**src/rtl/glitchcraft_pkg.sv**
```systemverilog
// ---------------------------------------------------------------------------
// glitchcraft_pkg
//   Shared types and constants for the glitchcraft fault-injection timer.
//   - state_t          : sequencer states (LOAD, ARMED, DELAY, GLITCH, DONE)
//   - DEFAULT_DELAY_W  : default width of the delay field / counter
//   - DEFAULT_WIDTH_W  : default width of the pulse-width field / counter
//   - FRAME_LEN        : serial config frame length for the default widths
//   - frame_len()      : frame length for arbitrary field widths
// ---------------------------------------------------------------------------
package glitchcraft_pkg;

  localparam int DEFAULT_DELAY_W = 64;
  localparam int DEFAULT_WIDTH_W = 64;

  // delay field, width field, then one polarity bit
  localparam int FRAME_LEN = DEFAULT_DELAY_W + DEFAULT_WIDTH_W + 1;

  typedef enum logic [2:0] {
    ST_LOAD   = 3'd0,
    ST_ARMED  = 3'd1,
    ST_DELAY  = 3'd2,
    ST_GLITCH = 3'd3,
    ST_DONE   = 3'd4
  } state_t;

  function automatic int frame_len(input int delay_w, input int width_w);
    return delay_w + width_w + 1;
  endfunction

endpackage

```
**src/rtl/glitchcraft_cfg_shift.sv**
```systemverilog
// ---------------------------------------------------------------------------
// glitchcraft_cfg_shift
//   Serial configuration loader. Takes one bit of t_data per cycle while
//   enable is high, MSB first: delay[DELAY_W-1:0], width[WIDTH_W-1:0],
//   polarity. After the polarity bit is captured load_done rises and the
//   loader freezes until enable drops or rst is asserted.
//
// Ports
//   clk        in   system clock, rising edge
//   rst        in   asynchronous active-high reset
//   enable     in   synchronous clear when low
//   t_data     in   serial config bit
//   delay      out  loaded delay field
//   width      out  loaded pulse-width field
//   polarity   out  loaded polarity bit (0 = active-high pulse)
//   load_done  out  whole frame captured
// ---------------------------------------------------------------------------
module glitchcraft_cfg_shift
  import glitchcraft_pkg::*;
#(
  parameter int DELAY_W = DEFAULT_DELAY_W,
  parameter int WIDTH_W = DEFAULT_WIDTH_W
) (
  input  logic               clk,
  input  logic               rst,
  input  logic               enable,
  input  logic               t_data,
  output logic [DELAY_W-1:0] delay,
  output logic [WIDTH_W-1:0] width,
  output logic               polarity,
  output logic               load_done
);

  localparam int FIELD_LEN = DELAY_W + WIDTH_W;
  localparam int FLEN      = frame_len(DELAY_W, WIDTH_W);
  localparam int CNT_W     = $clog2(FLEN + 1);

  // The polarity bit is kept out of the shift register so that the glitch
  // idle level never follows the raw bit stream while a frame is arriving.
  logic [FIELD_LEN-1:0] sr;
  logic [CNT_W-1:0]     bit_cnt;

  always_ff @(posedge clk or posedge rst) begin
    if (rst) begin
      sr        <= '0;
      bit_cnt   <= '0;
      polarity  <= 1'b0;
      load_done <= 1'b0;
    end else if (!enable) begin
      sr        <= '0;
      bit_cnt   <= '0;
      polarity  <= 1'b0;
      load_done <= 1'b0;
    end else if (!load_done) begin
      bit_cnt <= bit_cnt + CNT_W'(1);
      if (bit_cnt == CNT_W'(FIELD_LEN)) begin
        // last bit of the frame is the polarity bit
        polarity  <= t_data;
        load_done <= 1'b1;
      end else begin
        sr <= {sr[FIELD_LEN-2:0], t_data};
      end
    end
  end

  // delay arrived first, so it sits in the upper bits once the frame is in
  assign delay = sr[FIELD_LEN-1 -: DELAY_W];
  assign width = sr[WIDTH_W-1:0];

endmodule

```
**src/rtl/glitchcraft_core.sv**
```systemverilog
// ---------------------------------------------------------------------------
// glitchcraft_core
//   Fault-injection glitch timer. A serial config frame sets delay, pulse
//   width and polarity. Once loaded the block is armed; on go it releases
//   targetreset, waits delay+1 cycles, then drives one glitch pulse of
//   `width` cycles and parks in DONE until enable drops or rst.
//
// Ports
//   SYSCLK_P     in   system clock, rising edge
//   rst          in   asynchronous active-high reset
//   enable       in   synchronous soft reset when low
//   t_data       in   serial config bit
//   go           in   level trigger, honoured only while armed
//   armed        out  config loaded, waiting for go
//   done         out  glitch sequence complete
//   glitch       out  glitch drive (active level set by polarity)
//   targetreset  out  holds the target in reset until go
//   led2         out  copy of armed
//   led3         out  copy of done
//   dbg_state    out  current sequencer state
//
// Handshake: there is no valid/ready pair here. go is a level sampled on
// every rising edge while ARMED; the first edge that sees it high starts
// the sequence and later values of go are ignored until a full reload.
// ---------------------------------------------------------------------------
module glitchcraft_core
  import glitchcraft_pkg::*;
#(
  parameter int DELAY_W = DEFAULT_DELAY_W,
  parameter int WIDTH_W = DEFAULT_WIDTH_W
) (
  input  logic   SYSCLK_P,
  input  logic   rst,
  input  logic   enable,
  input  logic   t_data,
  input  logic   go,
  output logic   armed,
  output logic   done,
  output logic   glitch,
  output logic   targetreset,
  output logic   led2,
  output logic   led3,
  output state_t dbg_state
);

  // one counter serves both the delay and the pulse phases
  localparam int CW = (DELAY_W > WIDTH_W) ? DELAY_W : WIDTH_W;

  logic [DELAY_W-1:0] cfg_delay;
  logic [WIDTH_W-1:0] cfg_width;
  logic               cfg_polarity;
  logic               load_done;

  state_t             state;
  logic [CW-1:0]      cnt;

  glitchcraft_cfg_shift #(
    .DELAY_W (DELAY_W),
    .WIDTH_W (WIDTH_W)
  ) u_cfg_shift (
    .clk       (SYSCLK_P),
    .rst       (rst),
    .enable    (enable),
    .t_data    (t_data),
    .delay     (cfg_delay),
    .width     (cfg_width),
    .polarity  (cfg_polarity),
    .load_done (load_done)
  );

  // Every output is a flop written here. glitch holds active ^ polarity;
  // it stays 0 during LOAD and takes the idle level when ARMED is entered,
  // by which time the polarity register is already valid.
  always_ff @(posedge SYSCLK_P or posedge rst) begin
    if (rst) begin
      state       <= ST_LOAD;
      cnt         <= '0;
      armed       <= 1'b0;
      done        <= 1'b0;
      targetreset <= 1'b1;
      glitch      <= 1'b0;
    end else if (!enable) begin
      state       <= ST_LOAD;
      cnt         <= '0;
      armed       <= 1'b0;
      done        <= 1'b0;
      targetreset <= 1'b1;
      glitch      <= 1'b0;
    end else begin
      case (state)
        ST_LOAD: begin
          if (load_done) begin
            state  <= ST_ARMED;
            armed  <= 1'b1;
            glitch <= cfg_polarity;
          end
        end

        ST_ARMED: begin
          if (go) begin
            state       <= ST_DELAY;
            armed       <= 1'b0;
            targetreset <= 1'b0;
            cnt         <= CW'(cfg_delay);
          end
        end

        // Counting down to zero and then spending the zero cycle here is
        // what places the first pulse cycle delay+1 edges after go.
        ST_DELAY: begin
          if (cnt == '0) begin
            state  <= ST_GLITCH;
            cnt    <= CW'(cfg_width);
            glitch <= cfg_polarity ^ (cfg_width != '0);
          end else begin
            cnt <= cnt - CW'(1);
          end
        end

        // cnt holds the pulse cycles still to run including the current
        // one; width==0 passes through a single idle cycle.
        ST_GLITCH: begin
          if (cnt <= CW'(1)) begin
            state  <= ST_DONE;
            done   <= 1'b1;
            glitch <= cfg_polarity;
          end else begin
            cnt <= cnt - CW'(1);
          end
        end

        ST_DONE: begin
          // parked until enable drops or rst
        end

        default: begin
          state <= ST_LOAD;
        end
      endcase
    end
  end

  assign led2      = armed;
  assign led3      = done;
  assign dbg_state = state;

endmodule

```
**config.mk**
```make
export PLATFORM = sky130hd
export DESIGN_NAME = glitchcraft_core
export DESIGN_NICKNAME = d
export VERILOG_FILES = /design/src/rtl/glitchcraft_pkg.sv /design/src/rtl/glitchcraft_cfg_shift.sv /design/src/rtl/glitchcraft_core.sv
export SDC_FILE = /design/constraint.sdc
export NUM_CORES = 1
export LEC_CHECK = 0
export CAP_MARGIN = 40
export CORE_MARGIN = 1.5
export CORE_UTILIZATION = 35
export CTS_CLUSTER_SIZE = 8
export DETAILED_ROUTE_END_ITERATION = 10
export HOLD_SLACK_MARGIN = 0.03
export PLACE_DENSITY_LB_ADDON = 0.08
export SYNTH_ARGS = -nofsm -noshare
export SYNTH_HDL_FRONTEND = slang
export SYNTH_SLANG_ARGS = --single-unit
```
**constraint.sdc**
```tcl
create_clock -name SYSCLK_P -period 7.8 [get_ports SYSCLK_P]
set_input_delay 1.56 -clock SYSCLK_P [delete_from_list [all_inputs] [get_ports SYSCLK_P]]
set_output_delay 1.56 -clock SYSCLK_P [all_outputs]
set_load 0.01 [all_outputs]
```
# After elaboration in Yosys (flattened, before gate mapping)
# Index checks and enable logic that the tools add are counted.
[classes]
n_addsub = 2
n_mul = 0
div_mod_pow = 0
magnitude_cmp = 1
n_eq_ne = 21
shift = 0
mux = 36
bitwise_logic = 1
n_reduce_logical = 11
[ops]
columns = ["cell", "n"]
rows = [
  ["$mux 128", 3],
  ["$mux 64", 4],
  ["$pmux 64 s3", 1],
  ["$le 64x1->1 const B", 1],
  ["$logic_not 64->1", 1],
  ["$reduce_bool 64->1", 1],
  ["$sub 64x1->64 const B", 1],
  ["$mux 1", 18],
  ["$mux 8", 2],
  ["$mux 3", 5],
  ["$pmux 3 s5", 1],
  ["$ne 3x3->1 const B", 4],
  ["$ne 2x1->1 const B", 5],
  ["$add 8x1->8 const B", 1],
  ["$eq 8x8->1 const B", 1],
  ["$ne 4x1->1 const B", 2],
  ["$reduce_and 2->1", 4],
  ["$eq 3x2->1 const B", 2],
  ["$ne 2x2->1 const B", 3],
  ["$reduce_and 3->1", 2],
  ["$reduce_and 5->1", 1],
  ["$reduce_and 4->1", 1],
  ["$eq 3x1->1 const B", 1],
  ["$eq 3x3->1 const B", 1],
  ["other kinds (6)", 6],
]
[totals]
regBits = 209
latchBits = 0
mem_bits_rw = 0
romBits = 0
inputBits = 5
output_inout_bits = 9
word_cells = 82
n_memories = 0

# Longest topological paths before layout
# Gate-level depths: netlist of run 1.
[depth]
ltp_word = 5
depth_mapped = 11

# Cells and area by module
# Synthesis of run 1 repeated with hierarchy kept, for this count alone.
[hier_totals]
cells_unflattened = 1161
hier_area_um2 = 11143.2
[modules_own_cells]
columns = ["mod", "instances", "cells_each", "area_per_inst_um2", "seq_area_each_um2"]
rows = [
  ["glitchcraft_cfg_shift", 1, 464, 5708.0, 3453.3],
  ["glitchcraft_core", 1, 697, 5435.2, 1778.0],
]

# Least setup slack after synthesis of run 1
# No wires, ideal clock.
[synth_path]
path_type = "reg2reg"
startpoint = "reg cnt[40]"
endpoint = "reg cnt[56]"
setup_ns = 0.122
arrival_time_ns = 3.034
required_time_ns = 7.678
setup_slack_ns = 4.645
stages_incl_launch_ff = 12
n_path_buf = 4
synth_period_minus_slack_ns = 3.155
cell_sequence = "dfrtp_1 > or4_1 > buf_2 > or4_4 > or4_1 > buf_6 > or3_4 > buf_6 > buf_6 > nand3_1 > a31oi_1 > a32o_1"
[synth_via]
elab_chain_len = 4
elab_cells_between_ends = 9
[synth_lines]
columns = ["element", "line", "text"]
rows = [
  ["start: declaration", "glitchcraft_core.sv:55", "logic [CW-1:0] cnt;"],
  ["start signal: assignment", "glitchcraft_core.sv:104", "cnt <= CW'(cfg_delay);"],
  ["start signal: assignment", "glitchcraft_core.sv:113", "cnt <= CW'(cfg_width);"],
  ["start signal: assignment", "glitchcraft_core.sv:116", "cnt <= cnt - CW'(1);"],
  ["$sub 64x1->64 or $logic_not 64->1 (tied branches)", "glitchcraft_core.sv:116, glitchcraft_core.sv:128, glitchcraft_core.sv:111", ""],
  ["$mux 64 (on tied branches)", "glitchcraft_core.sv:123, glitchcraft_core.sv:111", ""],
  ["$pmux 64 s3", "glitchcraft_core.sv:90", "case (state)"],
  ["$mux 64", "glitchcraft_core.sv:82", "end else if (!enable) begin"],
]
# Several ways; a longest one is shown, not always the timed one. The select of a mux whose other input is x is not followed.
# A chain may end at the register's enable or synchronous reset.

# Worst setup path after layout of run 1
[layout_path]
startpoint = "reg cnt[40]"
endpoint = "reg cnt[13]"
[layout_via]
elab_chain_len = 4
elab_cells_between_ends = 7
[layout_lines]
columns = ["element"]
rows = [
  ["parallel branches: the longest is 4 deep, another holds $le 64x1->1"],
]
# Several ways; the timed one is not identified.

==> flow_summary.ini, run 1 <==
[drt]
ant_nets = 0
avgViaCountPerCell = 5.638
wl_per_cell_um = 20.87
drt_iter0_drc = 598
wl_um = 35510
num_vias = 9591
drcViolationCount = 0
drtPass1Iterations = 5

[clock_network]
cts_tree = built
cts_buffer_depth = 3
clk_pin_slew_worst_paths_ps = 60
clk_latency_ps = 560
h-tree-depth = 1
cts_hold_buf = 0
cts_setup_buffers = 0
cts_resized = 0
cts_root_buffer = clkbuf_16
numCtsBuffers = 30
clock_sinks = 209

[pwr]
p_per_area_nw_per_um2 = 188.5
ir_worst_vdd_v = 0.0001568
p_leak_nw = 5.083

[yosys]
synth_warnings = 0
synth.cell_area_um2 = 11230
syn_inst = 1320
syn_nets = 1330
synth_ff_type = dfrtp_1
syn_avg_cell_area_um2 = 8.506
ys_types = 63
ys_seq_area_share_pct = 46.59
ys_ff_latch = 209
async_flop_share_pct = 100.0
synth_enable_flop_cells = 0

[worst_setup_path]
critPathBufInv = 2
critPathMaxStageDelay_ps = 700
cp-end-kind = register
cp.required_ps = 8210
cp_slowest_cell = or4_1
arrival_ps = 4790
rrSetupSlack_ps = 3420
cpMostUsedCell = or4_1
crit_fanout = 28
cpLargestDelayFamily = simple AND/OR/NAND/NOR gates
cp-start-kind = register
worstPathCellList = or4_1, or4_4, or4_1, nor3_1, or3b_2, inv_2, buf_12, a32oi_1, o31ai_1
crit_type = register to register

[floorplan]
die_x_um = 182.1
ios = 14
die_height_um = 182.1
coreArea_um2 = 31560
rows = 65
start_util_pct = 35.58
fp.dieArea_um2 = 33160

[global_route]
grt_pass1_vias = 9543
antenna_found_initial = 0
grt_max_degree = 109
grt_use_total_pct = 21.91
grt_pass1_wl_um = 57500
overflow = 0

[sta]
fin_crit_ps = 4384
fin_hold_ws_ps = 484.4
setup_violations = 0
period_share_pct = 56.21
fmaxAchievable_mhz = 228.1
slew_headroom_pct = 37.08
skew_ps = 23.03
rsz0062_at_grt = no
worstMarginPinSlew_ps = 940.3
finalMaxSlewViolations = 0
hold_violations = 0
tns_ps = 0

[place]
place.gp.congestion = 0.8451
io_buffers = 13
dp.final_hpwl_um = 22240

[final_layout]
nNetsFinal = 1295
diodes = 0
synthToLayoutAreaGrowth_pct = 11.38
drive_gt1_share_pct = 5.774

[min_path]
worstHoldPathType = register to register

[run_status]
status = finished, final reports clean

[job]
drv_cap = 0
[where the power goes]
part	switching [W]	internal, W	total, W
combinational	0.0000495	0.0000185	0.0000681
sequential	0.00000248	0.00109	0.00109
clock	0.000484	0.000715	0.00120
[final timing paths]
check	startpoint	end	cells after the start
max reg2reg	cnt[40]	cnt[13]	9
min reg2reg	cnt[43]	cnt[43]	1
min in group asynchronous	rst	u_cfg_shift.sr[117]	2
max	cnt[40]	cnt[13]	9
max in group asynchronous	rst	u_cfg_shift.sr[18]	3
min	cnt[43]	cnt[43]	1
[synthesized netlist by cell type (14+ instances only)]
cell      number  area, µm²
a211oi_1      33      247.7
a21boi_0     134       1006
a21oi_1       34      170.2
and2_1        15      93.84
buf_2         19      95.09
clkbuf_1      66      247.7
dfrtp_1      208       5205
nand2_1      309       1160
nand3_1       17      85.08
nand4_1       14      87.58
nor2_1        84      315.3
nor3_1        42      210.2
nor4_1        38      237.7
o21ai_0       98      490.5
o21ai_1       25      125.1
[state kept, by name (all words and copies together), names as in the netlist]
signal	count
cnt	64
dbg_state	3
u_cfg_shift.sr	128
armed	1
u_cfg_shift.bit_cnt	8
glitch	1
u_cfg_shift.load_done	1
targetreset	1
done	1
u_cfg_shift.polarity	1
[cell type report]
type,count,area (µm²)
clock buffer,45,828.3
clock inverter,1,7.507
fill,3240,19050
inverter,13,56.30
multi-input combinational,997,5558
sequential,209,5231
tap,402,503.0
timing repair buffer,34,321.6
[layer usage]
layer / wire, µm / track usage, % / up-vias
li1: - / - / 4618
met1: 17090 / 31.32 / 4724
met2: 16130 / 34.38 / 200
met3: 1426 / 2.794 / 49
met4: 867 / 7.140 / 0
met5: 0 / 0 / -
[layout by cell type, fill, tap and decap left out, types with 31 or more instances in the layout]
master | Yosys | final
nand2_1 | 309 | 309
dfrtp_1 | 208 | 208
a21boi_0 | 134 | 134
o21ai_0 | 98 | 98
nor2_1 | 84 | 84
nor3_1 | 42 | 42
nor4_1 | 38 | 38
a21oi_1 | 34 | 34
a211oi_1 | 33 | 33
clkbuf_16 | 0 | 31
[metrics by stage]
stage               power, W  util, %  area, µm²  instances  setup slack [ps]
global placement    0.001178    36.75      11600       1650              3472
CTS                 0.002399    39.63      12510       1701              3469
floorplan           0.001154        -      11230       1320             532.5
finish              0.002357    39.63      12510       1701              3416
detailed placement  0.001179    36.98      11670       1655              3476
global route        0.002446    39.63      12510       1701              3317
[worst register-to-register path, stage by stage, from the launching register on]
cell	delay, ps
dfrtp_1	430
or4_1	670
or4_4	520
or4_1	700
nor3_1	560
or3b_2	480
inv_2	310
buf_12	270
a32oi_1	220
o31ai_1	100
[cell families (layout without fill, tap and decap cells)]
family	after synthesis	in the layout	synth area share [%]
buf+inv	114	93	4.390
mux	2	2	0.1783
flops	209	209	46.59
simple gates	575	575	23.17
fa+ha+maj	5	5	0.5572
xor+xnor	9	9	0.7021
compound gates	406	406	24.42
Power figures use the tool's default switching activity.
==> run 2, diff against run 1 <==
- clock period: 7.8 -> 4 ns (I/O delays scaled with it)
==> run 2 against run 1 <==
  * Sequential share of layout area fell by 0.45 points
  * Non-clock buffer count rose by 15
  * Register-to-register slack got worse by 2900 ps
  * Maximum frequency rose by 26%
  * Sequential power rose by 95%
  * Critical path depth fell by 1
  * Worst setup slack got worse by 2900 ps
  * Count of clock-buffer cells in the layout fell by 9
  * Critical endpoint is now cnt[50]
  * Largest cell class unchanged
==> flow_summary.ini, run 2 (synthesized netlist as in run 1, its figures left out) <==
[run_status]
status = finished, final reports clean

[drt]
drtPass1Iterations = 5
drcViolationCount = 0
wl_per_cell_um = 20.85
drt_iter0_drc = 858
ant_nets = 0
avgViaCountPerCell = 5.663
num_vias = 9667
wl_um = 35600

[global_route]
grt_use_met2_pct = 34.84
grt_max_degree = 129
overflow = 0
use_met1_pct = 31.92
grtUsageMet3_pct = 3.033
busiest_layer = met2
grt_pass1_wl_um = 57880
antenna_found_initial = 0
grt_pass1_vias = 9655
grt_use_total_pct = 22.02

[sta]
fmaxAchievable_mhz = 287.3
hold_violations = 0
finalMaxSlewViolations = 0
fin_crit_ps = 3480
period_share_pct = 87.01
fin_hold_ws_ps = 488.8
rsz0062_at_grt = no
skew_ps = 20.29
finalWorstSetupSlack_ps = 519.7
worstMarginPinSlew_ps = 852.4
tns_ps = 0
slew_headroom_pct = 42.65
setup_violations = 0

[final_layout]
synthToLayoutAreaGrowth_pct = 12.59
nNetsFinal = 1310
ff_latch_area_um2 = 5231
multi_input_area_um2 = 5558
largestRegisters = u_cfg_shift.sr (128), cnt (64), u_cfg_shift.bit_cnt (8)
postLayoutCoreUtil_pct = 40.06
diodes = 0
nFillCells = 3191
layout_common_cells = nand2_1 (309), dfrtp_1 (208), a21boi_0 (134), o21ai_0 (98), nor2_1 (84)
layout_commonest_cell = nand2_1
drive_gt1_share_pct = 6.897
largest_register_ffs = 128
regMostFlops = u_cfg_shift.sr

[floorplan]
coreArea_um2 = 31560
start_util_pct = 35.58
die_height_um = 182.1
rows = 65
die_x_um = 182.1
ios = 14
fp.dieArea_um2 = 33160

[min_path]
worstHoldPathType = register to register

[pwr]
power.internal_w = 0.003504
p_seq_share_pct = 46.8
combinationalPowerShare_pct = 3.0
p_sw_w = 0.001035
swShare_pct = 22.80
total_power_w = 0.004539
pwr-share-clk_pct = 50.2
p_leak_nw = 5.166
p_per_area_nw_per_um2 = 359.1
ir_worst_vdd_v = 0.0002994

[place]
dp_slack_ps = 541.1
place.gp.congestion = 0.8328
dp.final_hpwl_um = 22420
io_buffers = 13

[clock_network]
cts_resized = 0
cts_hold_buf = 0
h-tree-depth = 1
cts_buffer_depth = 3
clk_latency_ps = 560
cts_tree = built
cts_root_buffer = clkbuf_16
clock_sinks = 209
cts_setup_buffers = 0
clk_pin_slew_worst_paths_ps = 50
numCtsBuffers = 30

[worst_setup_path]
crit_fanout = 20
arrival_ps = 3960
cp-start-kind = register
crit_type = register to register
cp.required_ps = 4480
cp-end-kind = register

[job]
drv_cap = 0
-- run 2: changes by cell type in the layout (fill, tap and decap cells not counted) --
| cell | delta |
|---|---|
| buf_8 | -1 |
| buf_12 | +6 |
| buf_6 | -1 |
| clkinv_8 | +1 |
| clkbuf_16 | -1 |
| clkbuf_1 | -9 |
| clkbuf_8 | +1 |
| inv_8 | -1 |
| buf_4 | +11 |
-- run 2: worst paths after layout --
check | end | start | cells past startpoint | slack (ps)
min in group asynchronous | u_cfg_shift.sr[117] | rst | 2 | 570
max in group asynchronous | u_cfg_shift.sr[25] | rst | 3 | 2510
min | targetreset | targetreset | 2 | 490
max | cnt[50] | cnt[40] | 8 | 520
max reg2reg | cnt[50] | cnt[40] | 8 | 520
min reg2reg | targetreset | targetreset | 2 | 490
-- run 2: final cells by class --
class                   count  share of cell area [%]
flip-flops and latches    209                   41.38
repair buffers             49                   3.939
multi-input cells         997                   43.96
inverters                  13                  0.4157
well taps                 402                   3.979
clock buffers              36                   6.196
clock inverters             1                  0.1287
-- run 2: per-layer routing --
layer	routed length, µm	share of wire (%)
met1	17130	48
met2	16090	45
met3	1677	4.7
met4	691	1.9
met5	0	0
-- run 2: worst max-delay path: stages (launching register included) --
cell,delay [ps]
dfrtp_1,420
or4_1,660
or4_4,510
or4_1,460
buf_4,210
or3_4,540
mux2i_1,170
a211o_1,290
a21boi_0,150
-- run 2: power by group through the flow --
stage | combinational (W) | clock (W) | sequential [W]
floorplan | 0.0000902 | 0 | 0.00216
global placement | 0.000143 | 0 | 0.00216
detailed placement | 0.000141 | 0 | 0.00216
CTS | 0.000141 | 0.00233 | 0.00213
global route | 0.000153 | 0.00242 | 0.00213
finish | 0.000134 | 0.00228 | 0.00213
-- run 2: through the flow --
step | instances | cell area [µm²]
floorplan | 1320 | 11230
global placement | 1670 | 11840
detailed placement | 1670 | 11840
CTS | 1707 | 12640
global route | 1707 | 12640
finish | 1707 | 12640
==> run 3, diff against run 2 <==
- CORE_ASPECT_RATIO: unset -> 2
==> run 3 against run 2 <==
  * Via count is 0.64% higher
  * First-iteration DRC count is 36% lower
  * Sequential power hardly changed
  * Die area is 0.20% higher
  * Power is 1.5% higher
  * Final area is 1.2% higher
  * Register-to-register slack worse by 130 ps
  * Combinational power is 4% higher
  * Routed wire length is 4.8% higher
  * Cell count is 2.4% higher
  * Count of clock-buffer cells in the layout is 8 higher
  * Clock skew is 5.8 ps lower
  * Critical path type unchanged
  * Highest routed layer unchanged
==> flow_summary.ini, run 3 (synthesized netlist as in run 1, its figures left out) <==
[place]
dpl.cell_count = 1703
place.gp.congestion = 0.8441
dp.final_hpwl_um = 25430
io_buffers = 13
dp_slack_ps = 414.7

[pwr]
swShare_pct = 22.82
p_seq_share_pct = 46.1
combinationalPowerShare_pct = 3.0
ir_worst_vdd_v = 0.0002863
p_per_area_nw_per_um2 = 360.1
p_leak_nw = 5.240
power.internal_w = 0.003557
p_sw_w = 0.001052
pwr-share-clk_pct = 50.8

[final_layout]
largest_register_ffs = 128
layout_common_cells = nand2_1 (309), dfrtp_1 (208), a21boi_0 (134), o21ai_0 (98), nor2_1 (84)
postLayoutCoreUtil_pct = 40.58
nNetsFinal = 1322
diodes = 0
stdcell_count = 1748
synthToLayoutAreaGrowth_pct = 14.00
drive_gt1_share_pct = 7.698
layout_commonest_cell = nand2_1
nFillCells = 3286
largestRegisters = u_cfg_shift.sr (128), cnt (64), u_cfg_shift.bit_cnt (8)
regMostFlops = u_cfg_shift.sr

[sta]
hold_violations = 0
skew_ps = 14.47
setup_violations = 0
fin_hold_ws_ps = 489.9
fin_crit_ps = 3609
tns_ps = 0
worstMarginPinSlew_ps = 846.5
rsz0062_at_grt = no
finalMaxSlewViolations = 0
period_share_pct = 90.24
slew_headroom_pct = 43.57
fmaxAchievable_mhz = 277.1
finalWorstSetupSlack_ps = 390.6

[drt]
wl_um = 37300
avgViaCountPerCell = 5.566
drtPass1Iterations = 6
ant_nets = 0
drcViolationCount = 0
num_vias = 9729
drt_iter0_drc = 552
wl_per_cell_um = 21.34

[clock_network]
cts_resized = 0
cts_root_buffer = clkbuf_16
cts_setup_buffers = 0
clock_sinks = 209
h-tree-depth = 1
cts_hold_buf = 0
numCtsBuffers = 30
clk_pin_slew_worst_paths_ps = 50
cts_tree = built
cts_buffer_depth = 3
clk_latency_ps = 560

[worst_setup_path]
cp-start-kind = register
cp.required_ps = 4470
arrival_ps = 4080
crit_type = register to register
crit_fanout = 29
cp-end-kind = register

[floorplan]
ios = 14
coreArea_um2 = 31540
die_height_um = 256.3
start_util_pct = 35.60
rows = 92
fp.dieArea_um2 = 33230
die_x_um = 129.7

[run_status]
status = finished, final reports clean

[job]
drv_cap = 0

[global_route]
antenna_found_initial = 0
overflow = 0
grt_max_degree = 87
grt_pass1_vias = 9977
grt_use_total_pct = 23.16
grt_pass1_wl_um = 59600

[min_path]
worstHoldPathType = register to register
run 3: final cells by class:
cell class / count / area (µm²) / share of cell area [%]
timing repair buffer: 61 / 595.6 / 4.653
clock inverter: 1 / 8.758 / 0.06843
sequential: 209 / 5231 / 40.87
multi-input combinational: 997 / 5558 / 43.42
inverter: 13 / 52.55 / 0.4106
clock buffer: 44 / 824.5 / 6.442
tap: 423 / 529.3 / 4.135
run 3: worst paths after layout:
path | start | end | slack, ps | cells past startpoint
min reg2reg | targetreset | targetreset | 490 | 2
min | targetreset | targetreset | 490 | 2
max | cnt[40] | cnt[49] | 390 | 9
max in group asynchronous | rst | u_cfg_shift.sr[93] | 2330 | 3
min in group asynchronous | rst | u_cfg_shift.sr[115] | 720 | 2
max reg2reg | cnt[40] | cnt[49] | 390 | 9
run 3: routing by layer:
metal	wire [µm]	GRT usage (%)	vias up
met5	0	0	-
met4	1432	9.352	0
met3	1010	2.316	68
met2	20340	42.61	179
met1	14520	26.80	4825
li1	-	-	4657
run 3: power by group through the flow:
stage / clock, W / sequential [W] / combinational, W
4_1_cts: 0.00240 / 0.00213 / 0.000146
2_1_floorplan: 0 / 0.00216 / 0.0000902
3_5_place_dp: 0 / 0.00216 / 0.000145
6_report: 0.00234 / 0.00213 / 0.000140
5_1_grt: 0.00249 / 0.00213 / 0.000159
3_3_place_gp: 0 / 0.00216 / 0.000144
run 3: worst max-delay path, stage by stage (launching register included):
cell and delay (ps):
dfrtp_1 440, or4_1 600, or4_4 490, or4_1 710
nor3_1 280, buf_4 170, o31a_2 130, buf_4 340
o21ai_0 150, a21boi_0 200
run 3: per-stage QoR:
| step | power, W | area [µm²] |
|---|---|---|
| floorplan | 0.002251 | 11230 |
| global placement | 0.002306 | 11930 |
| detailed placement | 0.002308 | 11970 |
| CTS | 0.004676 | 12800 |
| global route | 0.004772 | 12800 |
| finish | 0.004609 | 12800 |
